**config.mk**
```make
export PLATFORM = sky130hd
export DESIGN_NAME = seg_display_driver_flat
export DESIGN_NICKNAME = d
export VERILOG_FILES = /design/src/rtl/seg_display_driver_if.sv /design/src/rtl/seg_display_driver.sv /design/src/flat_wrapper.sv
export SDC_FILE = /design/constraint.sdc
export NUM_CORES = 1
export LEC_CHECK = 0
export BUFFER_PORTS_ARGS = -buffer_cell sky130_fd_sc_hd__buf_2
export CELL_PAD_IN_SITES_DETAIL_PLACEMENT = 2
export CELL_PAD_IN_SITES_GLOBAL_PLACEMENT = 2
export CORE_MARGIN = 2
export CORE_UTILIZATION = 44
export DETAILED_ROUTE_END_ITERATION = 10
export PLACE_DENSITY = 0.83
export SYNTH_ARGS = -nofsm -noshare
export SYNTH_HDL_FRONTEND = slang
export SYNTH_SLANG_ARGS = --single-unit
```
**constraint.sdc**
```tcl
create_clock -name gameClk -period 6 [get_ports gameClk]
set_input_delay 1.2 -clock gameClk [delete_from_list [all_inputs] [get_ports gameClk]]
set_output_delay 1.2 -clock gameClk [all_outputs]
set_load 0.005 [all_outputs]
```
**src/rtl/seg_display_driver_if.sv**
```systemverilog
`default_nettype none
// +--------------------------------------------------------------------------+
// | Module   : seg_display_driver_if                                         |
// | Brief    : number_to_display bus and 7-segment pin bundle                |
// | Revision : 1.0                                                           |
// +--------------------------------------------------------------------------+
interface seg_display_driver_if;
   logic [10:0] number_to_display;
   logic [6:0]  seg;
   logic [3:0]  an;
   logic        dp;
   logic        conv_done;

   modport master (output number_to_display, input seg, an, dp, conv_done);
   modport slave  (input number_to_display, output seg, an, dp, conv_done);
endinterface
`default_nettype wire

```
**src/rtl/seg_display_driver.sv**
```systemverilog
`default_nettype none
// +--------------------------------------------------------------------------+
// | Module   : seg_display_driver                                            |
// | Brief    : double-dabble BCD converter + 4-digit multiplexed 7-seg scan;  |
// |            SEG_DISPLAY_NEG_BLINK_EN enables blinking of negative values  |
// | Revision : 1.0                                                           |
// +--------------------------------------------------------------------------+
module seg_display_driver #(
   parameter int DIGIT_PERIOD = 100000,
   parameter int BLINK_SCANS  = 64
) (
   input  logic                gameClk,
   input  logic                rst_n,
   seg_display_driver_if.slave bus
);

   localparam int                 c_cnt_w     = $clog2(DIGIT_PERIOD);
   localparam logic [c_cnt_w-1:0] c_cnt_max   = c_cnt_w'(DIGIT_PERIOD - 1);
   localparam logic [3:0]         c_code_dash = 4'hA;
   localparam logic [3:0]         c_code_blnk = 4'hF;

   typedef enum logic [1:0] {
      ST_IDLE  = 2'd0,
      ST_SHIFT = 2'd1,
      ST_LATCH = 2'd2
   } state_t;

   state_t              r_state;
   state_t              w_state_nxt;
   logic                w_capture;
   logic                w_shift;
   logic                w_latch;

   logic [10:0]         r_shadow;
   logic                r_pending;
   logic                r_sign;
   logic [10:0]         r_mag;
   logic [15:0]         r_bcd;
   logic [3:0]          r_step;
   logic [3:0][3:0]     r_disp;
   logic                r_conv_done;

   logic [10:0]         w_abs;
   logic [15:0]         w_bcd_adj;
   logic [3:0][3:0]     w_fmt;

   logic [c_cnt_w-1:0]  r_scan_cnt;
   logic [1:0]          r_idx;
   logic [3:0]          r_an;
   logic [6:0]          r_seg;
   logic                w_blink;

   function automatic logic [6:0] f_seg7(input logic [3:0] code);
      case (code)
         4'd0:        f_seg7 = 7'b1000000;
         4'd1:        f_seg7 = 7'b1111001;
         4'd2:        f_seg7 = 7'b0100100;
         4'd3:        f_seg7 = 7'b0110000;
         4'd4:        f_seg7 = 7'b0011001;
         4'd5:        f_seg7 = 7'b0010010;
         4'd6:        f_seg7 = 7'b0000010;
         4'd7:        f_seg7 = 7'b1111000;
         4'd8:        f_seg7 = 7'b0000000;
         4'd9:        f_seg7 = 7'b0010000;
         c_code_dash: f_seg7 = 7'b0111111;
         default:     f_seg7 = 7'b1111111;
      endcase
   endfunction

   // 11-bit unsigned is enough: |-1024| = 1024 = 11'b100_0000_0000
   assign w_abs = bus.number_to_display[10] ? (~bus.number_to_display + 11'd1)
                                            : bus.number_to_display;

   always_ff @(posedge gameClk or negedge rst_n) begin
      if (!rst_n) r_state <= ST_IDLE;
      else        r_state <= w_state_nxt;
   end

   always_comb begin
      w_state_nxt = r_state;
      w_capture   = 1'b0;
      w_shift     = 1'b0;
      w_latch     = 1'b0;
      case (r_state)
         ST_IDLE: begin
            if (r_pending || (bus.number_to_display != r_shadow)) begin
               w_capture   = 1'b1;
               w_state_nxt = ST_SHIFT;
            end
         end
         ST_SHIFT: begin
            w_shift = 1'b1;
            if (r_step == 4'd10) w_state_nxt = ST_LATCH;
         end
         ST_LATCH: begin
            w_latch     = 1'b1;
            w_state_nxt = ST_IDLE;
         end
         default: w_state_nxt = ST_IDLE;
      endcase
   end

   always_comb begin
      w_bcd_adj = r_bcd;
      for (int i = 0; i < 4; i++) begin
         if (r_bcd[4*i +: 4] >= 4'd5) w_bcd_adj[4*i +: 4] = r_bcd[4*i +: 4] + 4'd3;
      end
   end

   always_comb begin
      w_fmt = {4{c_code_blnk}};
      if (!r_sign) begin
         w_fmt[3] = (r_bcd[15:12] == 4'd0) ? c_code_blnk : r_bcd[15:12];
         w_fmt[2] = (r_bcd[15:8]  == 8'd0) ? c_code_blnk : r_bcd[11:8];
         w_fmt[1] = (r_bcd[15:4]  == 12'd0) ? c_code_blnk : r_bcd[7:4];
         w_fmt[0] = r_bcd[3:0];
      end else if (r_bcd[15:12] != 4'd0) begin
         w_fmt = {4{c_code_dash}};
      end else begin
         w_fmt[3] = c_code_dash;
         w_fmt[2] = (r_bcd[11:8] == 4'd0) ? c_code_blnk : r_bcd[11:8];
         w_fmt[1] = (r_bcd[11:4] == 8'd0) ? c_code_blnk : r_bcd[7:4];
         w_fmt[0] = r_bcd[3:0];
      end
   end

   always_ff @(posedge gameClk or negedge rst_n) begin
      if (!rst_n) begin
         r_shadow    <= 11'd0;
         r_pending   <= 1'b1;
         r_sign      <= 1'b0;
         r_mag       <= 11'd0;
         r_bcd       <= 16'd0;
         r_step      <= 4'd0;
         r_disp      <= {4{c_code_blnk}};
         r_conv_done <= 1'b0;
      end else begin
         r_conv_done <= w_latch;
         if (w_capture) begin
            r_shadow  <= bus.number_to_display;
            r_sign    <= bus.number_to_display[10];
            r_mag     <= w_abs;
            r_bcd     <= 16'd0;
            r_step    <= 4'd0;
            r_pending <= 1'b0;
         end
         if (w_shift) begin
            r_bcd  <= {w_bcd_adj[14:0], r_mag[10]};
            r_mag  <= {r_mag[9:0], 1'b0};
            r_step <= r_step + 4'd1;
         end
         if (w_latch) r_disp <= w_fmt;
      end
   end

`ifdef SEG_DISPLAY_NEG_BLINK_EN
   localparam int                   c_blink_w   = (BLINK_SCANS > 1) ? $clog2(BLINK_SCANS) : 1;
   localparam logic [c_blink_w-1:0] c_blink_max = c_blink_w'(BLINK_SCANS - 1);

   logic                 r_disp_neg;
   logic                 r_blink;
   logic [c_blink_w-1:0] r_blink_cnt;
   logic                 w_scan_wrap;

   assign w_scan_wrap = (r_scan_cnt == c_cnt_max) && (r_idx == 2'd3);
   assign w_blink     = r_blink;

   always_ff @(posedge gameClk or negedge rst_n) begin
      if (!rst_n) begin
         r_disp_neg  <= 1'b0;
         r_blink     <= 1'b0;
         r_blink_cnt <= '0;
      end else begin
         if (w_latch) r_disp_neg <= r_sign;
         if (w_latch && !r_sign) begin
            r_blink     <= 1'b0;
            r_blink_cnt <= '0;
         end else if (r_disp_neg && w_scan_wrap) begin
            if (r_blink_cnt == c_blink_max) begin
               r_blink_cnt <= '0;
               r_blink     <= ~r_blink;
            end else begin
               r_blink_cnt <= r_blink_cnt + 1'b1;
            end
         end
      end
   end
`else
   // BLINK_SCANS is always >= 1, so this is a constant 0
   assign w_blink = (BLINK_SCANS < 0);
`endif

   // an and seg share one register stage so they always switch together
   always_ff @(posedge gameClk or negedge rst_n) begin
      if (!rst_n) begin
         r_scan_cnt <= '0;
         r_idx      <= 2'd0;
         r_an       <= 4'hF;
         r_seg      <= 7'h7F;
      end else begin
         if (r_scan_cnt == c_cnt_max) begin
            r_scan_cnt <= '0;
            r_idx      <= r_idx + 2'd1;
         end else begin
            r_scan_cnt <= r_scan_cnt + 1'b1;
         end
         if (w_blink) begin
            r_an  <= 4'hF;
            r_seg <= 7'h7F;
         end else begin
            r_an  <= ~(4'b0001 << r_idx);
            r_seg <= f_seg7(r_disp[r_idx]);
         end
      end
   end

   assign bus.seg       = r_seg;
   assign bus.an        = r_an;
   assign bus.dp        = 1'b1;
   assign bus.conv_done = r_conv_done;

endmodule
`default_nettype wire

```
**src/flat_wrapper.sv**
```systemverilog
// flat-port wrapper written by rule: the top's interface ports become plain ports
module seg_display_driver_flat 
#(
   parameter int DIGIT_PERIOD = 100000,
   parameter int BLINK_SCANS  = 64
)
  (gameClk, rst_n, bus_number_to_display, bus_seg, bus_an, bus_dp, bus_conv_done);
  seg_display_driver_if bus_i ();
  input  logic gameClk;
  input  logic rst_n;
  input wire logic [$bits(bus_i.number_to_display)-1:0] bus_number_to_display;
  output wire logic [$bits(bus_i.seg)-1:0] bus_seg;
  output wire logic [$bits(bus_i.an)-1:0] bus_an;
  output wire logic [$bits(bus_i.dp)-1:0] bus_dp;
  output wire logic [$bits(bus_i.conv_done)-1:0] bus_conv_done;
  assign bus_i.number_to_display = bus_number_to_display;
  assign bus_seg = bus_i.seg;
  assign bus_an = bus_i.an;
  assign bus_dp = bus_i.dp;
  assign bus_conv_done = bus_i.conv_done;
  seg_display_driver #(.DIGIT_PERIOD(DIGIT_PERIOD), .BLINK_SCANS(BLINK_SCANS)) u_core (.gameClk(gameClk), .rst_n(rst_n), .bus(bus_i));
endmodule
```
Word level (Yosys, flattened, before mapping)

Memory sizes are Yosys's and may differ from the RTL's. A register that Yosys moved wholly into a read port is not among the register bits.
Cells that the tools add are included.
W data, S select, Z words.

Bits in registers: 86
ROM bits: 112
Memories kept: 1
Output and inout bits: 13
Word-level logic and storage cells: 78

Bitwise gates (word level): 2
Reductions and logical operators: 11
Multiplexer cells: 28
Eq/ne operators: 7
Order comparisons: 5
Add/subtract/negate cells: 8
Shifts and indexed selects: 1

Memory list:

| memory          | words | bits a word | read ports | clocked after memory_dff | write ports | line                     | text |
|---|---|---|---|---|---|---|---|
| (no name shown) | 16    | 7           | 1          | 1                        | 0           | seg_display_driver.sv:54 | `case (code)` |

Operators with widths:

| kind                    | number |
|---|---|
| $mux W16                | 3 |
| $mux W4                 | 11 |
| $mux W11                | 3 |
| $add A17 B1 Y17 const B | 1 |
| $eq A17 B17 Y1 const B  | 1 |
| $mux W17                | 1 |
| $ge A4 B3 Y1 const B    | 4 |
| $logic_not A8 Y1        | 2 |
| $add A4 B2 Y4 const B   | 3 |
| $logic_not A12 Y1       | 1 |
| $mux W12                | 1 |
| $add A11 B1 Y11 const B | 1 |
| $ne A11 B11 Y1          | 1 |
| $not A11 Y11            | 1 |
| $bmux W4 S2             | 1 |
| $logic_not A4 Y1        | 2 |
| $add A4 B1 Y4 const B   | 1 |
| $eq A4 B4 Y1 const B    | 1 |
| $mux W1                 | 4 |
| $mux W2                 | 2 |
| $ne A2 B1 Y1 const B    | 2 |
| $not A4 Y4              | 1 |
| $pmux W2 S2             | 1 |
| $reduce_bool A4 Y1      | 1 |
| 12 further kinds        | 12 |

Longest topological paths before layout

Word-level depth: 6
Mapped depth: 8
Gate-level depth less buffers: 7

Least setup slack after synthesis

No wires, ideal clock.

Kind: input port to flip-flop
From: input port bus_number_to_display[3]
To: register u_core.r_mag[9]
Setup time: 0.095 ns
Path slack: 3.550 ns
Required time: 5.905 ns
Buffers on the path: 1
Arrival: 2.355 ns
Cell stages on the path: 5
Cell sequence: or3_1 buf_2 o41ai_1 xor2_1 o31ai_1

Longest elaborated chain between the ends: 5

Ends and longest elaborated chain:

| what                                                         | line                                                | text |
|---|---|---|
| from (decl)                                                  | flat_wrapper.sv:11                                  | `input wire logic [$bits(bus_i.number_to_display)-1:0] bus_number_to_display;` |
| $not A11 Y11 / $ne A11 B11 Y1 (equally long branches)        | seg_display_driver.sv:71, seg_display_driver.sv:86  |  |
| $add A11 B1 Y11 / $logic_or A1 B1 Y1 (equally long branches) | seg_display_driver.sv:71, seg_display_driver.sv:86  |  |
| $mux W11 / $mux W1 (equally long branches)                   | seg_display_driver.sv:71, seg_display_driver.sv:86  |  |
| $mux W11 / $mux W1 (equally long branches)                   | seg_display_driver.sv:139, seg_display_driver.sv:84 |  |
| $mux W11 / $reduce_bool A2 Y1 (equally long branches)        | --                                                  |  |
| to (signal assigned)                                         | seg_display_driver.sv:142                           | `r_mag <= w_abs;` |
| to (signal assigned)                                         | seg_display_driver.sv:149                           | `r_mag <= {r_mag[9:0], 1'b0};` |
| to (decl)                                                    | seg_display_driver.sv:37                            | `logic [10:0] r_mag;` |

Parallel ways exist; a longest one is shown, timed or not. The select of a mux whose other input is x is not followed.
A chain may end at the register's enable or synchronous reset.

Worst setup path after layout

From: input port bus_number_to_display[7]
To: register u_core.r_step[0]

Longest elaborated chain between the ends: 5

Ends and longest elaborated chain:

| what                         | line                      | text |
|---|---|---|
| $ne A11 B11 Y1               | seg_display_driver.sv:86  | `if (r_pending \|\| (bus.number_to_display != r_shadow)) begin` |
| $logic_or A1 B1 Y1           | seg_display_driver.sv:86  |  |
| $mux W1                      | seg_display_driver.sv:86  |  |
| $mux W1                      | seg_display_driver.sv:84  | `case (r_state)` |
| $reduce_bool A2 Y1 (no line) | --                        |  |
| to (signal assigned)         | seg_display_driver.sv:150 | `r_step <= r_step + 4'd1;` |
| to (decl)                    | seg_display_driver.sv:39  | `logic [3:0] r_step;` |

No other way between the ends.

==> results.yml <==
outcome:
  status: "complete, no violations"
clock_tree:
  post_cts_resized: 0
  cts_htree_levels: 3
  postCtsSetupBuffers: 0
  postCtsHoldBufs: 0
  cts_buffers: 9
  cts_tree: "done"
  clkTransAtPathRegs_ns: 0.08
  clock-root-buffer: "clkbuf_8"
  clockBufferDepth: 2
  clk_latency_ns: 0.36
  cts_sinks: 92
pwr:
  swShare: 0.379
  power.density_nw_per_um2: 477
  internal_power_mw: 1.53
  p_sw_mw: 0.933
  p_clk_frac: 0.168
  ir_drop_mv: 0.216
  combinationalPowerShare: 0.377
  power_mw: 2.46
  power.leakage_nw: 2.29
  seq_power_share: 0.455
global_routing:
  grt_pass1_wl_um: 19900
  grt_pass1_vias: 3817
  grt_max_degree: 55
  antenna_found_initial: 0
  grtUsageTotal: 0.220
  gr-total-overflow: 0
finish:
  stdcell_area_um2: 5170
  drive_gt1_frac: 0.184
  n_antenna_cell: 0
  num-fill-cells: 1100
  final_nets: 507
  syn2layout_area_growth_pct: 8.46
  utilization: 0.496
  instances_no_fill: 613
floorplanning:
  start_util: 0.457
  die-area_um2: 11700
  die_y_um: 108
  rows: 37
  die_w_um: 108
  io_pins: 26
  core-area_um2: 10400
timing:
  fin_ws_ns: 3.21
  setup_violations: 0
  layout_min_cycle_time_ns: 2.79
  drv_slew: 0
  max_freq_mhz: 359
  fin_crit_sh: 0.464
  rsz0062_at_grt: "no"
  hold_viol: 0
  setup_tns_ns: 0
  skew_ns: 0.00980
  worst_pin_slew_ns: 0.872
  whs_ns: 0.463
  relSlewSlack: 0.419
routing:
  num_vias: 3457
  drt-vias-per-instance: 5.64
  drtIter0Drc: 160
  wl_per_cell_um: 19.3
  drt-total-wl_um: 11800
  ant_nets: 0
  firstDrtPassIters: 6
  drc: 0
synth:
  synthTopCellsByArea: "dfrtp_1 34%, dfstp_2 15%, ha_1 5.8%, xor2_1 4.2%, nor2_1 3.6%"
  ys_seq_elements: 92
  yosysSeqAreaShare: 0.491
  ys.flop_type: "dfrtp_1"
  synthesis.area_um2: 4760
  yosysWarnings: 0
  syn_avg_cell_area_um2: 10.5
  synthTopCellsByCount: "64 x dfrtp_1, 46 x nor2_1, 36 x nand2_1, 28 x dfstp_2"
  synth.most_common_cell: "dfrtp_1"
  synth_top_area_frac: 0.336
  netlist_instances: 454
  synth_top_area_cell: "dfrtp_1"
  async_flop_share: 1.00
  synth_edf_count: 0
  syn_nets: 489
  synth.distinct_cells: 48
critical_path:
  r2r_start: "u_core.r_state[0]$_DFFE_PN0P_"
  worstSetupStartpointType: "primary input"
  path_max_fanout: 21
  critPathCaptureType: "flop"
  critPathArrivalTime_ns: 3.09
  critPathRequiredTime_ns: 6.30
  crit_start: "bus_number_to_display[7]"
  worstRegToRegCells: 5
  path_class: "primary input to flop"
hold_path:
  hold_depth: 2
  holdCritStartpoint: "u_core.r_disp[8]$_DFFE_PN1P_"
  hp-class: "flop to flop"
place:
  dp.final_hpwl_um: 8290
  place_congestion: 0.799
  placed_cells: 597
  placed_cell_area_um2: 4980
  port_buffers: 24
  pre_cts_slack_ns: 2.85
flow_run:
  max_cap_viol_count: 0
==> cell usage in the layout, fill, tap and decap left out, types with 19 or more instances in the layout <==
cell type and n:
nand2_1 36, a21oi_1 22, xor2_1 23, o21ai_0 19, buf_2 23, ha_1 22
nor2_1 46, dfrtp_1 64, inv_1 23, dfstp_2 28
==> cell type report <==
class | count | area (um2) | area share
inverter | 25 | 93.8 | 0.0182
tap | 136 | 170 | 0.0329
multi-input combinational | 319 | 2250 | 0.436
sequential | 92 | 2340 | 0.452
clock inverter | 5 | 52.6 | 0.0102
timing repair buffer | 25 | 130 | 0.0252
clock buffer | 11 | 131 | 0.0254
==> metal layers <==
metal / GRT usage / vias up / part of all wire
met1: 0.281 / 1787 / 0.45
met5: 0 / - / 0
li1: - / 1622 / -
met4: 0.0659 / 0 / 0.012
met2: 0.391 / 38 / 0.52
met3: 0.0271 / 10 / 0.019
==> flip-flops by register name (all words and copies together) (netlist names), 4 cells and up <==
signal and cells:
u_core.r_shadow 10, u_core.bus.seg 7, u_core.r_scan_cnt 17, u_core.r_disp 16, u_core.bus.an 4, u_core.r_step 4, u_core.r_mag 11, u_core.r_bcd 16
==> power by group through the flow <==
stage	sequential [mW]	combinational [mW]	clock [mW]
floorplan	1.03	0.733	0
detailed placement	1.13	0.927	0
global placement	1.12	0.861	0
CTS	1.12	0.946	0.426
global route	1.16	1.06	0.444
finish	1.12	0.929	0.413
==> cell families (layout without fill, tap and decap cells) <==
| family | after synthesis | in the layout | share of synthesized area |
|---|---|---|---|
| flip-flops | 92 | 92 | 0.491 |
| XOR/XNOR | 41 | 41 | 0.0754 |
| multiplexers | 18 | 18 | 0.0517 |
| adder cells (fa/ha/maj) | 22 | 22 | 0.0578 |
| AND/OR/NAND/NOR | 134 | 134 | 0.136 |
| buffers and inverters | 43 | 66 | 0.0368 |
| other | 1 | 1 | 0.000787 |
| AO/OA/AOI/OAI | 103 | 103 | 0.151 |
==> worst paths after layout <==
kind	to	slack [ns]
max in group asynchronous	u_core.bus.conv_done$_DFF_PN0_	4.08
worst max-delay path	u_core.r_step[0]$_DFFE_PN0P_	3.21
worst max register to register	u_core.r_mag[8]$_DFFE_PN0P_	3.26
worst min register to register	u_core.r_disp[8]$_DFFE_PN1P_	0.46
min in group asynchronous	u_core.r_scan_cnt[11]$_DFF_PN0_	0.82
worst min-delay path	u_core.r_disp[8]$_DFFE_PN1P_	0.46
==> critical path, stage by stage <==
cell	delay [ns]
buf_2	0.13
xor2_1	0.16
nor4_1	0.32
and3_4	0.35
a21o_1	0.63
mux2_2	0.28
No activity file was read; power rests on OpenSTA's default activity.
